===== src/rtl/clk_div_multi_if.sv =====
// Control and output bundle of the multi-channel clock divider.
// The master side drives enables, ratios and the sync pulse; the slave side is the divider itself.
interface clk_div_multi_if #(
    parameter int WIDTH  = 8,
    parameter int NUM_CH = 4
);
    logic [NUM_CH-1:0]       i_clk_en;
    logic [NUM_CH*WIDTH-1:0] i_div_ratio;
    logic                    i_sync;
    logic [NUM_CH-1:0]       o_div_clk;
    logic [NUM_CH-1:0]       o_tick;

    modport master (
        output i_clk_en,
        output i_div_ratio,
        output i_sync,
        input  o_div_clk,
        input  o_tick
    );

    modport slave (
        input  i_clk_en,
        input  i_div_ratio,
        input  i_sync,
        output o_div_clk,
        output o_tick
    );
endinterface


===== src/rtl/clk_div_multi.sv =====
// NUM_CH independent integer dividers of one reference clock. Each channel latches its ratio
// only at period start, so ratio changes and disables never produce runt pulses.
module clk_div_multi #(
    parameter int WIDTH  = 8,
    parameter int NUM_CH = 4
) (
    input  logic          i_clk_ref,
    input  logic          i_rst,
    clk_div_multi_if.slave bus
);

    typedef enum logic [1:0] {
        ST_IDLE   = 2'd0,
        ST_RUN    = 2'd1,
        ST_BYPASS = 2'd2
    } ch_state_t;

    typedef enum logic [2:0] {
        ACT_HOLD   = 3'd0,
        ACT_RELOAD = 3'd1,
        ACT_COUNT  = 3'd2,
        ACT_STOP   = 3'd3
    } ch_act_t;

    // Ratios 0 and 1 cannot be divided and select bypass instead.
    function automatic logic ratio_ok(input logic [WIDTH-1:0] r);
        return (r >= WIDTH'(2));
    endfunction

    // High phase length; odd ratios keep the extra cycle in the low phase.
    function automatic logic [WIDTH-1:0] high_len(input logic [WIDTH-1:0] r);
        return (r >> 1);
    endfunction

    ch_state_t        state_r  [NUM_CH];
    ch_state_t        state_s  [NUM_CH];
    logic [WIDTH-1:0] ratio_r  [NUM_CH];
    logic [WIDTH-1:0] ratio_s  [NUM_CH];
    logic [WIDTH-1:0] cnt_r    [NUM_CH];
    logic [WIDTH-1:0] cnt_s    [NUM_CH];
    logic [WIDTH-1:0] cnt_inc_s[NUM_CH];
    logic [WIDTH-1:0] ratio_in_s[NUM_CH];
    ch_act_t          act_s    [NUM_CH];
    logic [NUM_CH-1:0] div_q_r;
    logic [NUM_CH-1:0] div_q_s;
    logic [NUM_CH-1:0] tick_q_r;
    logic [NUM_CH-1:0] tick_q_s;
    logic [NUM_CH-1:0] div_out_s;
    logic [NUM_CH-1:0] tick_out_s;

    // Per-channel action decision; sync outranks the boundary, which outranks counting.
    always_comb begin
        for (int c = 0; c < NUM_CH; c++) begin
            ratio_in_s[c] = bus.i_div_ratio[c*WIDTH +: WIDTH];
            act_s[c]      = ACT_HOLD;
            case (state_r[c])
                ST_IDLE: begin
                    if (bus.i_clk_en[c]) begin
                        act_s[c] = ACT_RELOAD;
                    end else begin
                        act_s[c] = ACT_HOLD;
                    end
                end
                ST_RUN: begin
                    if (bus.i_sync && bus.i_clk_en[c]) begin
                        act_s[c] = ACT_RELOAD;
                    end else if (cnt_r[c] == (ratio_r[c] - WIDTH'(1))) begin
                        if (bus.i_clk_en[c]) begin
                            act_s[c] = ACT_RELOAD;
                        end else begin
                            act_s[c] = ACT_STOP;
                        end
                    end else begin
                        act_s[c] = ACT_COUNT;
                    end
                end
                ST_BYPASS: begin
                    if (!bus.i_clk_en[c]) begin
                        act_s[c] = ACT_STOP;
                    end else if (ratio_ok(ratio_in_s[c])) begin
                        act_s[c] = ACT_RELOAD;
                    end else begin
                        act_s[c] = ACT_HOLD;
                    end
                end
                default: begin
                    act_s[c] = ACT_STOP;
                end
            endcase
        end
    end

    // Next-state values for each channel from its chosen action.
    always_comb begin
        for (int c = 0; c < NUM_CH; c++) begin
            cnt_inc_s[c] = cnt_r[c] + WIDTH'(1);
            state_s[c]   = state_r[c];
            ratio_s[c]   = ratio_r[c];
            cnt_s[c]     = cnt_r[c];
            div_q_s[c]   = div_q_r[c];
            tick_q_s[c]  = tick_q_r[c];
            case (act_s[c])
                ACT_RELOAD: begin
                    if (ratio_ok(ratio_in_s[c])) begin
                        state_s[c]  = ST_RUN;
                        ratio_s[c]  = ratio_in_s[c];
                        cnt_s[c]    = WIDTH'(0);
                        div_q_s[c]  = 1'b1;
                        tick_q_s[c] = 1'b1;
                    end else begin
                        state_s[c]  = ST_BYPASS;
                        cnt_s[c]    = WIDTH'(0);
                        div_q_s[c]  = 1'b0;
                        tick_q_s[c] = 1'b0;
                    end
                end
                ACT_COUNT: begin
                    cnt_s[c]    = cnt_inc_s[c];
                    tick_q_s[c] = 1'b0;
                    div_q_s[c]  = (cnt_inc_s[c] < high_len(ratio_r[c]));
                end
                ACT_STOP: begin
                    state_s[c]  = ST_IDLE;
                    cnt_s[c]    = WIDTH'(0);
                    div_q_s[c]  = 1'b0;
                    tick_q_s[c] = 1'b0;
                end
                ACT_HOLD: begin
                    state_s[c] = state_r[c];
                end
                default: begin
                    state_s[c]  = ST_IDLE;
                    cnt_s[c]    = WIDTH'(0);
                    div_q_s[c]  = 1'b0;
                    tick_q_s[c] = 1'b0;
                end
            endcase
        end
    end

    // Channel registers with synchronous reset taking priority over everything else.
    always_ff @(posedge i_clk_ref) begin
        if (i_rst) begin
            for (int c = 0; c < NUM_CH; c++) begin
                state_r[c] <= ST_IDLE;
                ratio_r[c] <= WIDTH'(0);
                cnt_r[c]   <= WIDTH'(0);
            end
            div_q_r  <= {NUM_CH{1'b0}};
            tick_q_r <= {NUM_CH{1'b0}};
        end else begin
            for (int c = 0; c < NUM_CH; c++) begin
                state_r[c] <= state_s[c];
                ratio_r[c] <= ratio_s[c];
                cnt_r[c]   <= cnt_s[c];
            end
            div_q_r  <= div_q_s;
            tick_q_r <= tick_q_s;
        end
    end

    // Output select; bypass passes the reference clock straight through.
    always_comb begin
        for (int c = 0; c < NUM_CH; c++) begin
            case (state_r[c])
                ST_RUN: begin
                    div_out_s[c]  = div_q_r[c];
                    tick_out_s[c] = tick_q_r[c];
                end
                ST_BYPASS: begin
                    div_out_s[c]  = i_clk_ref;
                    tick_out_s[c] = 1'b1;
                end
                default: begin
                    div_out_s[c]  = 1'b0;
                    tick_out_s[c] = 1'b0;
                end
            endcase
        end
    end

    assign bus.o_div_clk = div_out_s;
    assign bus.o_tick    = tick_out_s;

endmodule

===== src/flat_wrapper.sv =====
// flat-port wrapper written by rule: the top's interface ports become plain ports
module clk_div_multi_flat 
#(
    parameter int WIDTH  = 8,
    parameter int NUM_CH = 4
)
  (i_clk_ref, i_rst, bus_i_clk_en, bus_i_div_ratio, bus_i_sync, bus_o_div_clk, bus_o_tick);
  clk_div_multi_if #(.WIDTH(WIDTH), .NUM_CH(NUM_CH)) bus_i ();
  input  logic i_clk_ref;
  input  logic i_rst;
  input wire logic [$bits(bus_i.i_clk_en)-1:0] bus_i_clk_en;
  input wire logic [$bits(bus_i.i_div_ratio)-1:0] bus_i_div_ratio;
  input wire logic [$bits(bus_i.i_sync)-1:0] bus_i_sync;
  output wire logic [$bits(bus_i.o_div_clk)-1:0] bus_o_div_clk;
  output wire logic [$bits(bus_i.o_tick)-1:0] bus_o_tick;
  assign bus_i.i_clk_en = bus_i_clk_en;
  assign bus_i.i_div_ratio = bus_i_div_ratio;
  assign bus_i.i_sync = bus_i_sync;
  assign bus_o_div_clk = bus_i.o_div_clk;
  assign bus_o_tick = bus_i.o_tick;
  clk_div_multi #(.WIDTH(WIDTH), .NUM_CH(NUM_CH)) u_core (.i_clk_ref(i_clk_ref), .i_rst(i_rst), .bus(bus_i));
endmodule

===== config.mk =====
export PLATFORM = sky130hd
export DESIGN_NAME = clk_div_multi_flat
export DESIGN_NICKNAME = d
export VERILOG_FILES = /design/src/rtl/clk_div_multi_if.sv /design/src/rtl/clk_div_multi.sv /design/src/flat_wrapper.sv
export SDC_FILE = /design/constraint.sdc
export NUM_CORES = 1
export LEC_CHECK = 0
export CAP_MARGIN = 20
export CORE_ASPECT_RATIO = 0.8
export CORE_MARGIN = 3
export CORE_UTILIZATION = 59
export DETAILED_ROUTE_END_ITERATION = 6
export PLACE_DENSITY = 0.81
export SETUP_SLACK_MARGIN = 0.15
export SLEW_MARGIN = 15
export SYNTH_ARGS = -nofsm -noshare
export SYNTH_HDL_FRONTEND = slang
export SYNTH_SLANG_ARGS = --single-unit

===== constraint.sdc =====
create_clock -name i_clk_ref -period 4.48 [get_ports i_clk_ref]
set_input_delay 0.672 -clock i_clk_ref [delete_from_list [all_inputs] [get_ports i_clk_ref]]
set_output_delay 0.672 -clock i_clk_ref [all_outputs]
set_load 0.01 [all_outputs]

==> results.md <==
CTS:
- The source-to-sink clock delay at the later pin of the worst-skew pair is 0.46 ns.
- The count of buffers added by post-CTS timing repair for setup is 0.
- The post-cts resize count is 0.
- The clock tree from TritonCTS is built.
- The number of buffers inserted by hold repair at cts is 0.
- Clock-pin slew was measured on the worst setup and hold paths at 0.06 ns.

Die:
- The initial utilization of the core area, before any placement, comes to 0.626.
- The overall die height is ~95 um.
- The floorplan step set the die width to roughly 120 um.
- The total core area is between 0.009 and 0.01 mm^2.
- After floorplanning, the core was divided into 31 placement rows.
- The die area is 0.0112 mm^2.
- The number of placed I/O pins is between 40 and 50.

Yosys:
- Counting flops with a built-in enable in the synthesized netlist gives 0.
- The sequential fraction of the synthesis area is 0.272.
- The synthesized net count is between 800 and 900.
- In the synthesized netlist, the cells that appear most often are sky130_fd_sc_hd__dfxtp_1 (80), sky130_fd_sc_hd__nor2_1 (76), sky130_fd_sc_hd__nand2_1 (73).
- The distinct cell type count of the synthesized netlist is 55.
- After synthesis, the mean cell area works out to 7.82 um^2.
- Among all flip-flop cells after synthesis, the most frequent one is sky130_fd_sc_hd__dfxtp_1.
- The synthesized netlist occupies a cell area of 0.00588 mm^2.
- In the synthesized netlist, the number of instances is 752.
- The share of synthesized area in the top cell type comes to 0.272.
- Of all cell types, the one taking the most synthesized area is sky130_fd_sc_hd__dfxtp_1.
- The Yosys warning count is 0.
- The synthesized design contains 80 register bits.
- After synthesis, the share of flip-flops with an asynchronous set or reset is 0.
- By area the synthesized netlist is led by sky130_fd_sc_hd__dfxtp_1 (27%), sky130_fd_sc_hd__ha_1 (13%), sky130_fd_sc_hd__xnor2_1 (5.8%).
- Among all cell types in the netlist, the one instantiated most often is sky130_fd_sc_hd__dfxtp_1.

Route:
- The mean number of vias per cell is a little under 6.
- The number of vias after detailed routing is 5338.
- The routed design has between 10000 and 15000 um of wire.
- The violation count after the first detailed-routing iteration is 272.
- Dividing the detail-routed wire length by the instance count gives 15.2 um.
- In this run the remaining antenna-violating nets after routing total 0.
- The DRC violation count after routing is 0.
- The first-pass detailed-route iteration total is 5.

GRT:
- The global-route total usage across every layer is 0.262.
- The total global routing overflow is 0.
- The via count of the first global-routing pass is 5411.
- The global-route wire length before repair is approximately 24000 um.
- The largest net degree at the start of global routing is 38.
- The initial antenna violation count came to 0.

Placement:
- Port buffering added 46 buffers.
- The HPWL after detailed placement is 10200 um.
- The last weighted congestion value of the routability-driven placer is 0.860.
- The setup slack at placement is 0.560 ns.
- The cell area after placement is 0.00639 mm^2.

Pwr:
- The total design power is 2.17 mW.
- The combinational power share is 0.194.
- IR analysis of the VDD net gives a maximum drop of 0.198 mV.
- The part of the total power dissipated in sequential elements is 0.362.
- Of the total power, the share spent switching nets is 0.287.
- Summed over all nets, the switching power comes to 624 uW.
- The static power due to leakage is 2.68 nW.
- Dividing total power by cell area gives a power density of 319 mW/mm^2.
- Internal power comes to 1.55 mW.
- The share of total power dissipated in the clock network is 0.444.

Timing:
- The relative slew slack is 0.525.
- The max-slew violation count came to 0.
- Setup violations remaining at the end of the flow were counted as 0.
- Setup total negative slack on the finished layout was measured at 0 ns.
- The number of hold violations in the final report is 0.
- Setup repair after global routing left no endpoint under its margin.
- For the final database, setup skew stands at roughly 0.009 ns.
- The actual slew at the worst max-slew pin is 0.694 ns.
- Setup slack on the critical path of the routed design comes to 0.571 ns.

Cells and area:
- The total number of nets in the final design is 879.
- The fraction of layout instances using a drive strength above 1 is 0.0534.
- 0 antenna diodes ended up in the layout.
- Measured on the finished design, the core utilization comes to 0.724.
- The final design area excluding fillers is 0.00680 mm^2.
- The area growth from synthesis to layout is 15.7%.

Job:
- Max-cap violations in this run came to 0.

Setup path:
- The signal arrival time at the worst endpoint is 3.24 ns.
- The worst setup path is captured at a primary output.
- The required time of the critical path is 3.81 ns.
- The critical path is of the clk2out type.
- The highest fanout seen on the critical path is 2.
- The category of the worst setup path launch point is a clock port.
- For flop-to-flop paths, the worst setup slack is 0.80 ns.

Run status:
- The run finished with clean final reports.

Worst hold path:
- The worst hold path class is reg2reg.
[power by group through the flow]
stage	clock network [mW]	registers, mW	logic (mW)
after floorplan	0.00158	0.785	0.317
after global placement	0.00174	0.798	0.398
after detailed placement	0.00174	0.800	0.414
after CTS	0.981	0.785	0.419
after global routing	1.02	0.791	0.472
final	0.963	0.786	0.422
[flip-flops by register name (all words and copies together) (netlist names)]
register	flops
u_core.cnt_r	32
u_core.ratio_r	32
u_core.state_r	8
u_core.div_q_r	4
u_core.tick_q_r	4
[worst paths after layout]
check                                           from                    to  depth (start not counted)
worst min register to register  u_core.ratio_r[3][6]  u_core.ratio_r[3][6]                          2
worst min-delay path            u_core.ratio_r[3][6]  u_core.ratio_r[3][6]                          2
worst max register to register  u_core.ratio_r[0][0]     u_core.div_q_r[0]                         13
worst max-delay path                       i_clk_ref      bus_o_div_clk[1]                          5
[layout make-up]
cell class                 instances  area [um^2]
multi-input combinational        590         3970
inverter                          45          169
tap                              132          165
clock inverter                     6         67.6
sequential                        80         1600
clock buffer                      19          383
fill                             743         2590
timing repair buffer              46          445
[stage by stage]
step                hold slack, ns  cells
floorplan                    0.455    752
global placement             0.473    897
detailed placement           0.481    897
CTS                          0.490    918
global route                 0.513    918
finish                       0.487    918
[cell families (layout without fill, tap and decap cells)]
| group | count (synthesis) | after routing | synth area share |
|---|---|---|---|
| AOI/OAI and AO/OA | 158 | 158 | 0.177 |
| xor gates and xnor gates | 67 | 67 | 0.0998 |
| adders and majority gates | 60 | 60 | 0.128 |
| buffers and inverters | 82 | 116 | 0.0524 |
| DFF | 80 | 80 | 0.272 |
| muxes | 13 | 13 | 0.0243 |
| and+or+nand+nor | 292 | 292 | 0.246 |
[layout by cell type, fill, tap and decap left out, types with 4 or more instances in the layout]
cell type,count
sky130_fd_sc_hd__clkdlybuf4s50_1,45
sky130_fd_sc_hd__o21ai_0,17
sky130_fd_sc_hd__nand4_1,6
sky130_fd_sc_hd__dfxtp_1,80
sky130_fd_sc_hd__a22oi_1,18
sky130_fd_sc_hd__o22ai_1,4
sky130_fd_sc_hd__xor2_1,28
sky130_fd_sc_hd__nand2_1,73
sky130_fd_sc_hd__or4_1,6
sky130_fd_sc_hd__nor2b_1,25
sky130_fd_sc_hd__ha_1,60
sky130_fd_sc_hd__a21o_1,18
sky130_fd_sc_hd__buf_4,4
sky130_fd_sc_hd__nor2_1,76
sky130_fd_sc_hd__xnor2_1,39
sky130_fd_sc_hd__nor3_1,31
sky130_fd_sc_hd__nand2b_1,15
sky130_fd_sc_hd__mux2i_1,9
sky130_fd_sc_hd__o21a_1,4
sky130_fd_sc_hd__nand3_1,23
sky130_fd_sc_hd__inv_1,44
sky130_fd_sc_hd__nand3b_1,11
sky130_fd_sc_hd__a211oi_1,5
sky130_fd_sc_hd__a21oi_1,67
sky130_fd_sc_hd__nor4_1,10
sky130_fd_sc_hd__clkbuf_16,13
[per-layer routing]
| metal | share of wire | vias to the layer above | global-route usage |
|---|---|---|---|
| li1 | - | 2669 | - |
| met2 | 0.46 | 140 | 0.443 |
| met4 | 0.023 | 0 | 0.132 |
| met5 | 0 | - | 0 |
| met3 | 0.056 | 34 | 0.0819 |
| met1 | 0.46 | 2495 | 0.305 |
[critical path, stage by stage]
cell and delay, ns:
sky130_fd_sc_hd__clkbuf_16 0.13, sky130_fd_sc_hd__clkbuf_16 0.13, sky130_fd_sc_hd__a22oi_1 0.15, sky130_fd_sc_hd__nor2b_1 0.10, sky130_fd_sc_hd__clkdlybuf4s50_1 0.49
Power figures use the tool's default switching activity.
==> patch (same settings) <==
`NUM_CH` is set to 4 in 3 places; all go to 2.
--- a/src/rtl/clk_div_multi_if.sv
+++ b/src/rtl/clk_div_multi_if.sv
@@ -4,3 +4,3 @@
     parameter int WIDTH  = 8,
-    parameter int NUM_CH = 4
+    parameter int NUM_CH = 2
 );
--- a/src/rtl/clk_div_multi.sv
+++ b/src/rtl/clk_div_multi.sv
@@ -4,3 +4,3 @@
     parameter int WIDTH  = 8,
-    parameter int NUM_CH = 4
+    parameter int NUM_CH = 2
 ) (
--- a/src/flat_wrapper.sv
+++ b/src/flat_wrapper.sv
@@ -4,3 +4,3 @@
     parameter int WIDTH  = 8,
-    parameter int NUM_CH = 4
+    parameter int NUM_CH = 2
 )
Interface: changed (resized bus_i_clk_en, bus_i_div_ratio, bus_o_div_clk and bus_o_tick); port bits go from 47 to 25. No check against the original RTL was run, so the function may have changed too.
==> patch against the original RTL <==
  * Final area decreased by 50%
  * Sequential power decreased by 50%
  * Total power decreased by 53%
  * Synthesized area decreased by 49%
  * Worst setup slack improved by 0.031 ns
  * Sequential cell count decreased by 40
  * Clock power decreased by 56%
  * Routed wire length decreased by 52%
  * Largest cell class unchanged
==> patch: results (changes against the original RTL) <==
{| class="wikitable"
! Metric !! Value
|-
| Result of the run || finished clean (unchanged)
|-
| Number of global-route vias before repair || 2483 (was 5411)
|-
| Dominant cells by area after synthesis || sky130_fd_sc_hd__dfxtp_1 (27%), sky130_fd_sc_hd__ha_1 (13%), sky130_fd_sc_hd__a21oi_1 (7.0%) (was sky130_fd_sc_hd__dfxtp_1 (27%), sky130_fd_sc_hd__ha_1 (13%), sky130_fd_sc_hd__xnor2_1 (5.8%))
|-
| Half-perimeter wire length of the detailed placement result || 4.962 mm (was 10.19 mm)
|-
| Fill cell count || 381 (was 743)
|-
| Met2 capacity usage during global routing || 0.3276 (was 0.4428)
|-
| Syn Nets || 443 (was 851)
|-
| Switching Fraction || 0.2858 (was 0.2873)
|-
| Met3 wire length || 489 um (was 784 um)
|-
| Maximum clock skew at final layout || 0.01240 ns (was 0.009117 ns)
|-
| Total placed instance area || 3221 um^2 (was 6390 um^2)
|-
| Endpoint, Worst Hold || u_core.ratio_r[0][7] (was u_core.ratio_r[3][6])
|-
| Startpoint of the most critical register-to-register path || u_core.ratio_r[0][8] (was u_core.ratio_r[0][0])
|-
| Met1 demand-to-capacity share in global routing || 0.3523 (was 0.3047)
|-
| Wire length of the first global-routing pass || 11.50 mm (was 24.13 mm)
|-
| Compound-gate portion of the synthesized area || 0.2015 (was 0.1773)
|-
| Synthesized-area fraction occupied by xor and xnor cells || 0.09345 (was 0.09983)
|-
| Netlist cell types || 47 (was 55)
|-
| Nets || 456 (was 879)
|-
| Flop2flop setup slack || 1.19 ns (was 0.80 ns)
|-
| Largest net degree at the start of global routing || 26 (was 38)
|-
| WL met2 || 2.843 mm (was 6.459 mm)
|-
| Met1 Routed Length || 3.352 mm (was 6.405 mm)
|-
| Worst EP arrival || 3.21 ns (was 3.24 ns)
|-
| Final wirelength || 6.773 mm (was 13.97 mm)
|-
| Fraction of final layout cells with drive strength greater than 1 || 0.05405 (was 0.05344)
|-
| Sequential-to-total area share from yosys stat || 0.2670 (was 0.2725)
|-
| Top post-synthesis cells by count || sky130_fd_sc_hd__nand2_1 (44), sky130_fd_sc_hd__a21oi_1 (42), sky130_fd_sc_hd__dfxtp_1 (40), sky130_fd_sc_hd__nor2_1 (33), sky130_fd_sc_hd__ha_1 (30) (was sky130_fd_sc_hd__dfxtp_1 (80), sky130_fd_sc_hd__nor2_1 (76), sky130_fd_sc_hd__nand2_1 (73), sky130_fd_sc_hd__a21oi_1 (67), sky130_fd_sc_hd__ha_1 (60))
|-
| Met3 usage in global routing || 0.07720 (was 0.08185)
|-
| Startpoint of the worst hold path || u_core.ratio_r[0][7] (was u_core.ratio_r[3][6])
|-
| Global routing usage summed across all routing layers || 0.2413 (was 0.2616)
|}
-- patch: power groups by stage --
stage	combinational, uW	sequential [uW]	clock (uW)
2_1_floorplan	152	392	0.746
3_3_place_gp	190	402	0.821
3_5_place_dp	195	403	0.821
4_1_cts	198	395	430
5_1_grt	223	398	447
6_report	198	395	421
-- patch: critical path: cells and delay by family --
family	cells	cell delay (ns)
buffers and inverters	3	0.72
AOI/OAI and AO/OA	1	0.19
and+or+nand+nor	1	0.07
-- patch: through the flow --
step	hold WS, ns	util	setup slack, ns	std cells
2_1_floorplan	0.4592	-	1.335	392
3_3_place_gp	0.4824	0.6802	0.9055	454
3_5_place_dp	0.4850	0.6802	0.9055	454
4_1_cts	0.5090	0.7183	0.5759	467
5_1_grt	0.5404	0.7183	0.5248	467
6_report	0.5082	0.7183	0.6012	467
-- patch: final cells by class --
type,instances,area share
clock buffers,13,0.04746
clock inverters,2,0.01141
inverters,26,0.02907
multi-input cells,303,0.5876
flip-flops and latches,40,0.2355
well taps,60,0.02208
repair buffers,23,0.06696
